$ cat src/rtl/alu_req_scheduler_pkg.sv
// Shared types and constants for the ALU request scheduler: FSM states,
// ALU command codes, legality limits and command-dependent latencies.
package alu_sched_pkg;

    typedef enum logic [1:0] {
        IDLE  = 2'd0,
        ISSUE = 2'd1,
        WAIT  = 2'd2,
        RESP  = 2'd3
    } state_t;

    localparam int unsigned ADD     = 0;
    localparam int unsigned SUB     = 1;
    localparam int unsigned ADD_CIN = 2;
    localparam int unsigned SUB_CIN = 3;
    localparam int unsigned CMP     = 8;
    localparam int unsigned INC_MUL = 9;
    localparam int unsigned SHL_SUB = 10;
    localparam int unsigned ROL     = 12;
    localparam int unsigned ROR     = 13;

    localparam int unsigned MAX_ARITH_CMD = 10;
    localparam int unsigned MAX_LOGIC_CMD = 13;

    localparam int unsigned LAT_STD = 2;
    localparam int unsigned LAT_MUL = 3;

    function automatic logic cmd_legal(input logic mode, input int unsigned cmd);
        return mode ? (cmd <= MAX_ARITH_CMD) : (cmd <= MAX_LOGIC_CMD);
    endfunction

    // Multiply-class arithmetic commands need one extra ALU edge.
    function automatic int unsigned op_latency(input logic mode, input int unsigned cmd);
        return (mode && (cmd == INC_MUL || cmd == SHL_SUB)) ? LAT_MUL : LAT_STD;
    endfunction

endpackage

$ cat src/rtl/alu_req_scheduler_rr_arbiter.sv
// Round-robin arbiter: combinational grant scanning upward from a pointer,
// pointer moves to one past the winner when the grant is accepted.
module rr_arbiter #(
    parameter int NREQ = 4,
    parameter int IDW  = 2
) (
    input  logic            CLK,
    input  logic            RST,
    input  logic [NREQ-1:0] req,
    input  logic            accept,
    output logic [NREQ-1:0] grant,
    output logic [IDW-1:0]  grant_idx,
    output logic            grant_valid
);

    logic [IDW-1:0] ptr_reg;

    always_comb begin
        int idx;
        idx         = 0;
        grant       = '0;
        grant_idx   = '0;
        grant_valid = 1'b0;
        for (int k = 0; k < NREQ; k++) begin
            idx = int'(ptr_reg) + k;
            if (idx >= NREQ) begin
                idx = idx - NREQ;
            end
            if (!grant_valid && req[idx]) begin
                grant_valid = 1'b1;
                grant_idx   = IDW'(idx);
                grant[idx]  = 1'b1;
            end
        end
    end

    always_ff @(posedge CLK) begin
        if (RST) begin
            ptr_reg <= '0;
        end else if (accept) begin
            ptr_reg <= (grant_idx == IDW'(NREQ - 1)) ? '0 : grant_idx + 1'b1;
        end
    end

endmodule

$ cat src/rtl/alu_req_scheduler.sv
// Multi-client front-end for the shared ALU: round-robin request intake,
// single in-flight operation, latency-timed capture and tagged response.
module alu_req_scheduler
    import alu_sched_pkg::*;
#(
    parameter int DW   = 8,
    parameter int CW   = 4,
    parameter int NREQ = 4,
    localparam int IDW = $clog2(NREQ)
) (
    input  logic              CLK,
    input  logic              RST,
    input  logic [NREQ-1:0]   req_valid,
    output logic [NREQ-1:0]   req_ready,
    input  logic [NREQ*DW-1:0] req_opa,
    input  logic [NREQ*DW-1:0] req_opb,
    input  logic [NREQ*CW-1:0] req_cmd,
    input  logic [NREQ-1:0]   req_mode,
    input  logic [NREQ-1:0]   req_cin,
    output logic              rsp_valid,
    input  logic              rsp_ready,
    output logic [IDW-1:0]    rsp_id,
    output logic [DW+1:0]     rsp_res,
    output logic              rsp_cout,
    output logic              rsp_oflow,
    output logic              rsp_g,
    output logic              rsp_e,
    output logic              rsp_l,
    output logic              rsp_err,
    output logic              busy,
    output logic              alu_rst,
    output logic              alu_ce,
    output logic [1:0]        alu_inp_valid,
    output logic [DW-1:0]     alu_opa,
    output logic [DW-1:0]     alu_opb,
    output logic [CW-1:0]     alu_cmd,
    output logic              alu_mode,
    output logic              alu_cin,
    input  logic [DW+1:0]     alu_res,
    input  logic              alu_cout,
    input  logic              alu_oflow,
    input  logic              alu_g,
    input  logic              alu_e,
    input  logic              alu_l,
    input  logic              alu_err
);

    state_t          state_reg;
    logic [2:0]      cnt_reg;
    logic [IDW-1:0]  id_reg;
    logic [DW-1:0]   opa_reg;
    logic [DW-1:0]   opb_reg;
    logic [CW-1:0]   cmd_reg;
    logic            mode_reg;
    logic            cin_reg;

    logic [NREQ-1:0] grant;
    logic [IDW-1:0]  grant_idx;
    logic            grant_valid;
    logic            accept;
    logic [CW-1:0]   sel_cmd;
    logic            sel_mode;
    logic            sel_legal;

    rr_arbiter #(
        .NREQ (NREQ),
        .IDW  (IDW)
    ) u_arb (
        .CLK         (CLK),
        .RST         (RST),
        .req         (req_valid),
        .accept      (accept),
        .grant       (grant),
        .grant_idx   (grant_idx),
        .grant_valid (grant_valid)
    );

    assign accept    = (state_reg == IDLE) && grant_valid && !RST;
    assign req_ready = accept ? grant : '0;
    assign sel_cmd   = req_cmd[grant_idx*CW +: CW];
    assign sel_mode  = req_mode[grant_idx];
    assign sel_legal = cmd_legal(sel_mode, 32'(sel_cmd));

    assign busy    = (state_reg != IDLE);
    assign alu_rst = RST;
    assign alu_ce  = 1'b1;

    // Only a solid logic 1 on an ALU pin is captured as 1; x/z read as 0.
    logic [DW+1:0] res_clean;
    logic [5:0]    flag_pins;
    logic [5:0]    flag_clean;

    assign flag_pins = {alu_cout, alu_oflow, alu_g, alu_e, alu_l, alu_err};

    generate
        for (genvar gi = 0; gi < DW + 2; gi++) begin : g_res_clean
            assign res_clean[gi] = (alu_res[gi] === 1'b1);
        end
        for (genvar gi = 0; gi < 6; gi++) begin : g_flag_clean
            assign flag_clean[gi] = (flag_pins[gi] === 1'b1);
        end
    endgenerate

    always_ff @(posedge CLK) begin
        if (RST) begin
            state_reg     <= IDLE;
            cnt_reg       <= '0;
            id_reg        <= '0;
            opa_reg       <= '0;
            opb_reg       <= '0;
            cmd_reg       <= '0;
            mode_reg      <= 1'b0;
            cin_reg       <= 1'b0;
            rsp_valid     <= 1'b0;
            rsp_id        <= '0;
            rsp_res       <= '0;
            {rsp_cout, rsp_oflow, rsp_g, rsp_e, rsp_l, rsp_err} <= '0;
            alu_inp_valid <= 2'b00;
            alu_opa       <= '0;
            alu_opb       <= '0;
            alu_cmd       <= '0;
            alu_mode      <= 1'b0;
            alu_cin       <= 1'b0;
        end else begin
            case (state_reg)
                IDLE: begin
                    if (accept) begin
                        id_reg   <= grant_idx;
                        opa_reg  <= req_opa[grant_idx*DW +: DW];
                        opb_reg  <= req_opb[grant_idx*DW +: DW];
                        cmd_reg  <= sel_cmd;
                        mode_reg <= sel_mode;
                        cin_reg  <= req_cin[grant_idx];
                        if (sel_legal) begin
                            state_reg <= ISSUE;
                        end else begin
                            // Illegal command is answered without touching the ALU.
                            rsp_valid <= 1'b1;
                            rsp_id    <= grant_idx;
                            rsp_res   <= '0;
                            {rsp_cout, rsp_oflow, rsp_g, rsp_e, rsp_l, rsp_err} <= 6'b000001;
                            state_reg <= RESP;
                        end
                    end
                end
                ISSUE: begin
                    alu_inp_valid <= 2'b11;
                    alu_opa       <= opa_reg;
                    alu_opb       <= opb_reg;
                    alu_cmd       <= cmd_reg;
                    alu_mode      <= mode_reg;
                    alu_cin       <= cin_reg;
                    cnt_reg       <= 3'(op_latency(mode_reg, 32'(cmd_reg)));
                    state_reg     <= WAIT;
                end
                WAIT: begin
                    cnt_reg <= cnt_reg - 3'd1;
                    if (cnt_reg == 3'd1) begin
                        rsp_valid <= 1'b1;
                        rsp_id    <= id_reg;
                        rsp_res   <= res_clean;
                        {rsp_cout, rsp_oflow, rsp_g, rsp_e, rsp_l, rsp_err} <= flag_clean;
                        state_reg <= RESP;
                    end
                end
                RESP: begin
                    if (rsp_ready) begin
                        rsp_valid     <= 1'b0;
                        alu_inp_valid <= 2'b00;
                        state_reg     <= IDLE;
                    end
                end
                default: state_reg <= IDLE;
            endcase
        end
    end

endmodule

$ cat config.mk
export PLATFORM = sky130hd
export DESIGN_NAME = alu_req_scheduler
export DESIGN_NICKNAME = d
export VERILOG_FILES = /design/src/rtl/alu_req_scheduler_pkg.sv /design/src/rtl/alu_req_scheduler_rr_arbiter.sv /design/src/rtl/alu_req_scheduler.sv
export SDC_FILE = /design/constraint.sdc
export NUM_CORES = 1
export LEC_CHECK = 0
export ABC_AREA = 1
export CORE_ASPECT_RATIO = 0.6
export CORE_MARGIN = 3
export CORE_UTILIZATION = 40
export CTS_CLUSTER_DIAMETER = 150
export DETAILED_ROUTE_END_ITERATION = 6
export PLACE_DENSITY_LB_ADDON = 0.3
export REMOVE_ABC_BUFFERS = 1
export SLEW_MARGIN = 10
export SYNTH_ARGS = -nofsm -noshare
export SYNTH_HDL_FRONTEND = slang
export SYNTH_SLANG_ARGS = --single-unit
$ cat constraint.sdc
create_clock -name CLK -period 5.26 [get_ports CLK]
set_input_delay 0.526 -clock CLK [delete_from_list [all_inputs] [get_ports CLK]]
set_output_delay 0.526 -clock CLK [all_outputs]
set_load 0.01 [all_outputs]
# Word-level counts from Yosys, hierarchy flattened
# Index checks and enable logic that the tools add are counted.
[word_totals]
reg_bits = 74
out_inout_bits = 50
elab_cells = 185
inputBits = 111
[op_classes]
shifts = 3
reduce_logical = 26
n_bitwise = 3
mux = 78
n_eq_ne = 27
order_cmp = 15
addsub = 9
[op_table]
columns = ["operator", "count"]
rows = [
  ["$ge A32 B1 Y1 const B", 4],
  ["$lt A32 B4 Y1 const B", 4],
  ["$mux W32", 4],
  ["$ge A32 B4 Y1 const B", 3],
  ["$sub A32 B4 Y32 const B", 3],
  ["$shiftx A32 B6 Y8", 2],
  ["$mux W1", 32],
  ["$mux W10", 3],
  ["$mux W2", 12],
  ["$mux W4", 5],
  ["$pmux W10 S2", 1],
  ["$eqx A1 B1 Y1 const B", 16],
  ["$shiftx A16 B5 Y4", 1],
  ["$bmux W1 S2", 6],
  ["$or A4 B4 Y4", 3],
  ["$pmux W1 S2", 6],
  ["$logic_and A1 B1 Y1", 10],
  ["$demux W1 S2", 4],
  ["$eq A4 B4 Y1 const B", 2],
  ["$le A4 B4 Y1 const B", 2],
  ["$ne A2 B2 Y1 const B", 4],
  ["$pmux W2 S2", 2],
  ["$pmux W2 S4", 1],
  ["$reduce_bool A2 Y1", 4],
  ["other kinds (20)", 27],
]

# Longest topological paths before layout
[logic_depth]
word_depth = 21
ltp_mapped = 22
mapped_depth_nobuf = 20

# Modules after synthesis
# A second synthesis with hierarchy kept.
[unflattened]
cells_unflattened = 617
area_unflattened_um2 = 4156.5
[modules_own_cells]
columns = ["module", "n_inst", "cells_per_inst", "area_each_um2", "seq_area_each_um2"]
rows = [
  ["alu_req_scheduler", 1, 524, 3577.2, 1421.4],
  ["rr_arbiter", 1, 93, 579.3, 40.0],
]

# Worst setup path before layout
# No wires, ideal clock.
[synth_path]
kind = "flip-flop to output port"
startpoint = "register u_arb.ptr_reg[0]"
endpoint = "output port req_ready[0]"
path_stages_with_launch = 14
arrival_ns = 2.102
setup_slack_ns = 2.632
required_time_ns = 4.734
n_path_buf = 2
path_cell_list = "dfxtp_1 -> buf_6 -> inv_6 -> ha_1 -> inv_1 -> nand3_1 -> nand2_1 -> inv_1 -> nand3_4 -> nand2_2 -> nor2_2 -> clkbuf_1 -> o21ai_0 -> inv_1"
[synth_via]
elab_chain_len = 18
elab_cells_between_ends = 67
classes_between = "add/sub (7); order compare (12); mux (33); bitwise (3); reduce/logical (12)"
[synth_rtl]
columns = ["item", "line_no", "text"]
rows = [
  ["from (decl)", "alu_req_scheduler_rr_arbiter.sv:16", "logic [IDW-1:0] ptr_reg;"],
  ["from (signal assigned)", "alu_req_scheduler_rr_arbiter.sv:41", "ptr_reg <= (grant_idx == IDW'(NREQ - 1)) ? '0 : grant_idx + 1'b1;"],
  ["parallel branches: the longest is 17 deep, another holds $sub A32 B4 Y32", "--", ""],
  ["$mux W4 (*)", "alu_req_scheduler.sv:79", "assign req_ready = accept ? grant : '0;"],
  ["to (decl)", "alu_req_scheduler.sv:14", "output logic [NREQ-1:0] req_ready,"],
]
# Mark *: on every way between the ends. The select of a mux whose other input is x is not followed.

# Worst setup path after layout
[layout_path]
startpoint = "register u_arb.ptr_reg[0]"
endpoint = "register rsp_res[4]"
[layout_via]
elab_chain_len = 20
elab_cells_between_ends = 52
classes_between = "add/sub (7); order compare (6); eq/ne (2); shift (1); mux (27); reduce/logical (9)"
[layout_rtl]
columns = ["item", "line_no", "text"]
rows = [
  ["parallel branches: the longest is 19 deep, another holds $sub A32 B4 Y32", "--", ""],
  ["$reduce_and A4 Y1 (no line) (*)", "--", ""],
  ["to (signal assigned)", "alu_req_scheduler.sv:161", "rsp_res <= res_clean;"],
  ["to (decl)", "alu_req_scheduler.sv:23", "output logic [DW+1:0] rsp_res,"],
]
# Marked as above.
# A chain may end at the register's enable or synchronous reset.

==> metrics.txt <==
crit end category flip-flop; Final Power 4200 uW; type of the worst min-delay path reg -> reg; Peak VDD IR 0.285 mV; # fillers 931; post-CTS setup buffers 0; first-pass GRT wire length 23100 um; layout cells sized above 1 7.47%; cell mode on critical path nand2_1; CP top delay family simple AND/OR/NAND/NOR gates; total track usage 23.7%; post-cts resize count 0; CORE AREA 0.0102 mm2; max reg flops 10; CTS Buffer Depth 2; Async SR Flop Fraction 0%; residual DRC count 0; Max FO, Critical Path 37; largest net degree at the start of global routing 65; CP max-delay cell dfxtp_1; CP required 5530 ps; status completed; Leakage 0.00281 uW; # clock sinks 73; Least-Margin Pin Slew 1080 ps; slowest stage delay, CP 660 ps; Port Buffer Count 159; DR pass1 iterations 4; met1 usage 32.7%; post-DR wirelength/cell 15.6 um; CP Data Arrival Time 4430 ps; Buf/Inv on CP 3; I/O pin count 161; Hold Vio Cnt, Final 0; Critical Path Source Type flip-flop; fin area 0.00618 mm2; unrepaired setup endpoints after global routing no; max frequency 241 MHz; nets@finish 894; post-layout minimum cycle time 4150 ps; Routed WL 14200 um; vias in the first global route 4600; Die Ht 86.2 um; Hold Crit Depth 2; crit share post-route 79.0%; routability congestion estimate 1.01; htree depth 3; clk_skew 3.58 ps; vias per inst 5.22; largest register by flop count rsp_res; Initial Utilization 42.2%; CP Cell Sequence inv_6 > ha_1 > inv_1 > nand3_1 > nand2_1 > a21oi_1 > nand2_2 > nand3_4 > inv_2 > nand2_1 > nand3_1 > nand2_1 > nand2_1 > nand3_2 > nand2_2 > nand2_2 > nand2_1 > nand2_1 > nor2_1; FF-to-FF path depth 19; FP Rows 28; CP Depth 19; crit path kind reg -> reg; total gr overflow 0; CTS tree yes; DRT iter0 DRCs 393; setup_tns 0 ps; Detail Route Antenna Nets 0; Ys Warns 0; grt met3 use 7.72%; dpl hpwl 10300 um; Synth Instances 635; die footprint 0.0120 mm2; M2 GR Usage 36.3%; sequential cell area fraction in the yosys report 34.1%; final setup vio count 0; synthesis-to-layout area growth 44.2%; post-synthesis cell type count 44; CTS Hold Bufs 0; diodes inserted 0; Via Count 4751; Seq cells post-synth 73; mapped cell area 0.00429 mm2; Root Driver clkbuf_16; syn avg cell area 6.75 um2; Max Cap Violations 0; worst skew pair latency 340 ps; Synth Flop Type dfxtp_1; fin. max-slew vios 0; PwrDens 679 mW/mm2; Num CTS Buffers 9; Slew Limit Headroom 28.3%; GRT Max-Usage Layer met2; Worst-path clk slew 60 ps; Post-synth EDFFs 0; Placement Cell Area 0.00586 mm2; overall die width 140 um; initial antenna violation count 0
layout make-up:
type | count | area [um2] | share of cell area, %
Clock inverter | 5 | 78.8 | 1.27
Inverter | 86 | 329 | 5.32
Sequential cell | 73 | 1460 | 23.6
Clock buffer | 11 | 243 | 3.92
Timing Repair Buffer | 161 | 1610 | 26.0
Multi-Input combinational cell | 440 | 2300 | 37.1
Tap cell | 135 | 169 | 2.73
tightest hold or removal path: cells and delay by family, from the launching register on:
kind            cells  cell delay (ps)
flops               1              310
simple gates        1               60
compound gates      1               50
stage by stage:
step | setup slack, ps | std cells | utilization, % | hold WS [ps]
6_report | 1110 | 911 | 60.9 | 475
5_1_grt | 664 | 911 | 60.9 | 512
4_1_cts | 1130 | 911 | 60.9 | 480
3_5_place_dp | 1160 | 895 | 57.7 | 472
3_3_place_gp | 1270 | 895 | 57.7 | 454
2_1_floorplan | 1690 | 599 | - | 435
path summary, 6_finish.rpt:
kind	from	to	slack, ps
worst max-delay path	u_arb.ptr_reg[0]	rsp_res[4]	1110
worst min register to register	id_reg[0]	id_reg[0]	470
worst max register to register	u_arb.ptr_reg[0]	rsp_res[4]	1110
worst min-delay path	id_reg[0]	id_reg[0]	470
cell usage after synthesis, drive strengths merged, types with 2 or more instances:
library cell	instances	area, um2
o22ai	2	18.8
inv	84	320
o21a	2	15.0
dfxtp	73	1460
nand3	38	235
o21ai	70	358
a31oi	7	43.8
a21oi	22	110
o2111ai	7	61.3
buf	15	121
o211ai	10	75.1
clkinv	2	8.75
mux2i	2	20.0
nand2	112	463
o221ai	2	17.5
nand4	9	62.6
a211oi	3	35.0
nor3	2	10.0
a22oi	5	37.5
o21bai	6	45.0
a221oi	2	17.5
ha	12	150
nor2	116	453
or2	7	43.8
clkbuf	21	78.8
kinds of logic (layout without fill, tap and decap cells):
family / Yosys count / count (layout) / synth area share [%]
and+or+nand+nor: 286 / 286 / 29.9
DFF: 73 / 73 / 34.1
buffers and inverters: 122 / 263 / 12.3
AOI/OAI and AO/OA: 139 / 139 / 19.6
muxes: 2 / 2 / 0.467
other: 1 / 1 / 0.0875
adders and majority gates: 12 / 12 / 3.50
report_power, final:
group | total [uW] | internal (uW) | switching, uW
clock network | 658 | 427 | 231
logic | 2600 | 963 | 1640
registers | 936 | 793 | 144
layout by cell type, fill, tap and decap left out, drive strengths merged, types with 3 or more instances in the layout:
| cell type | Yosys | layout |
|---|---|---|
| o2111ai | 7 | 7 |
| a211oi | 3 | 3 |
| a31oi | 7 | 7 |
| inv | 84 | 84 |
| nor2 | 116 | 116 |
| clkinv | 2 | 5 |
| a21oi | 22 | 22 |
| a22oi | 5 | 5 |
| clkdlybuf4s50 | 0 | 159 |
| nand4 | 9 | 9 |
| nand3 | 38 | 38 |
| or2 | 7 | 7 |
| o21ai | 70 | 70 |
| dfxtp | 73 | 73 |
| o21bai | 6 | 6 |
| ha | 12 | 12 |
| nand2 | 112 | 112 |
| o211ai | 10 | 10 |
| clkbuf | 21 | 11 |
layer usage:
layer,vias to the layer above,routed length (um)
li1,2325,-
met1,2171,6630
met2,239,5950
met3,16,1440
met4,0,167
met5,-,0
Note: power is estimated with default switching activity, not from simulation.
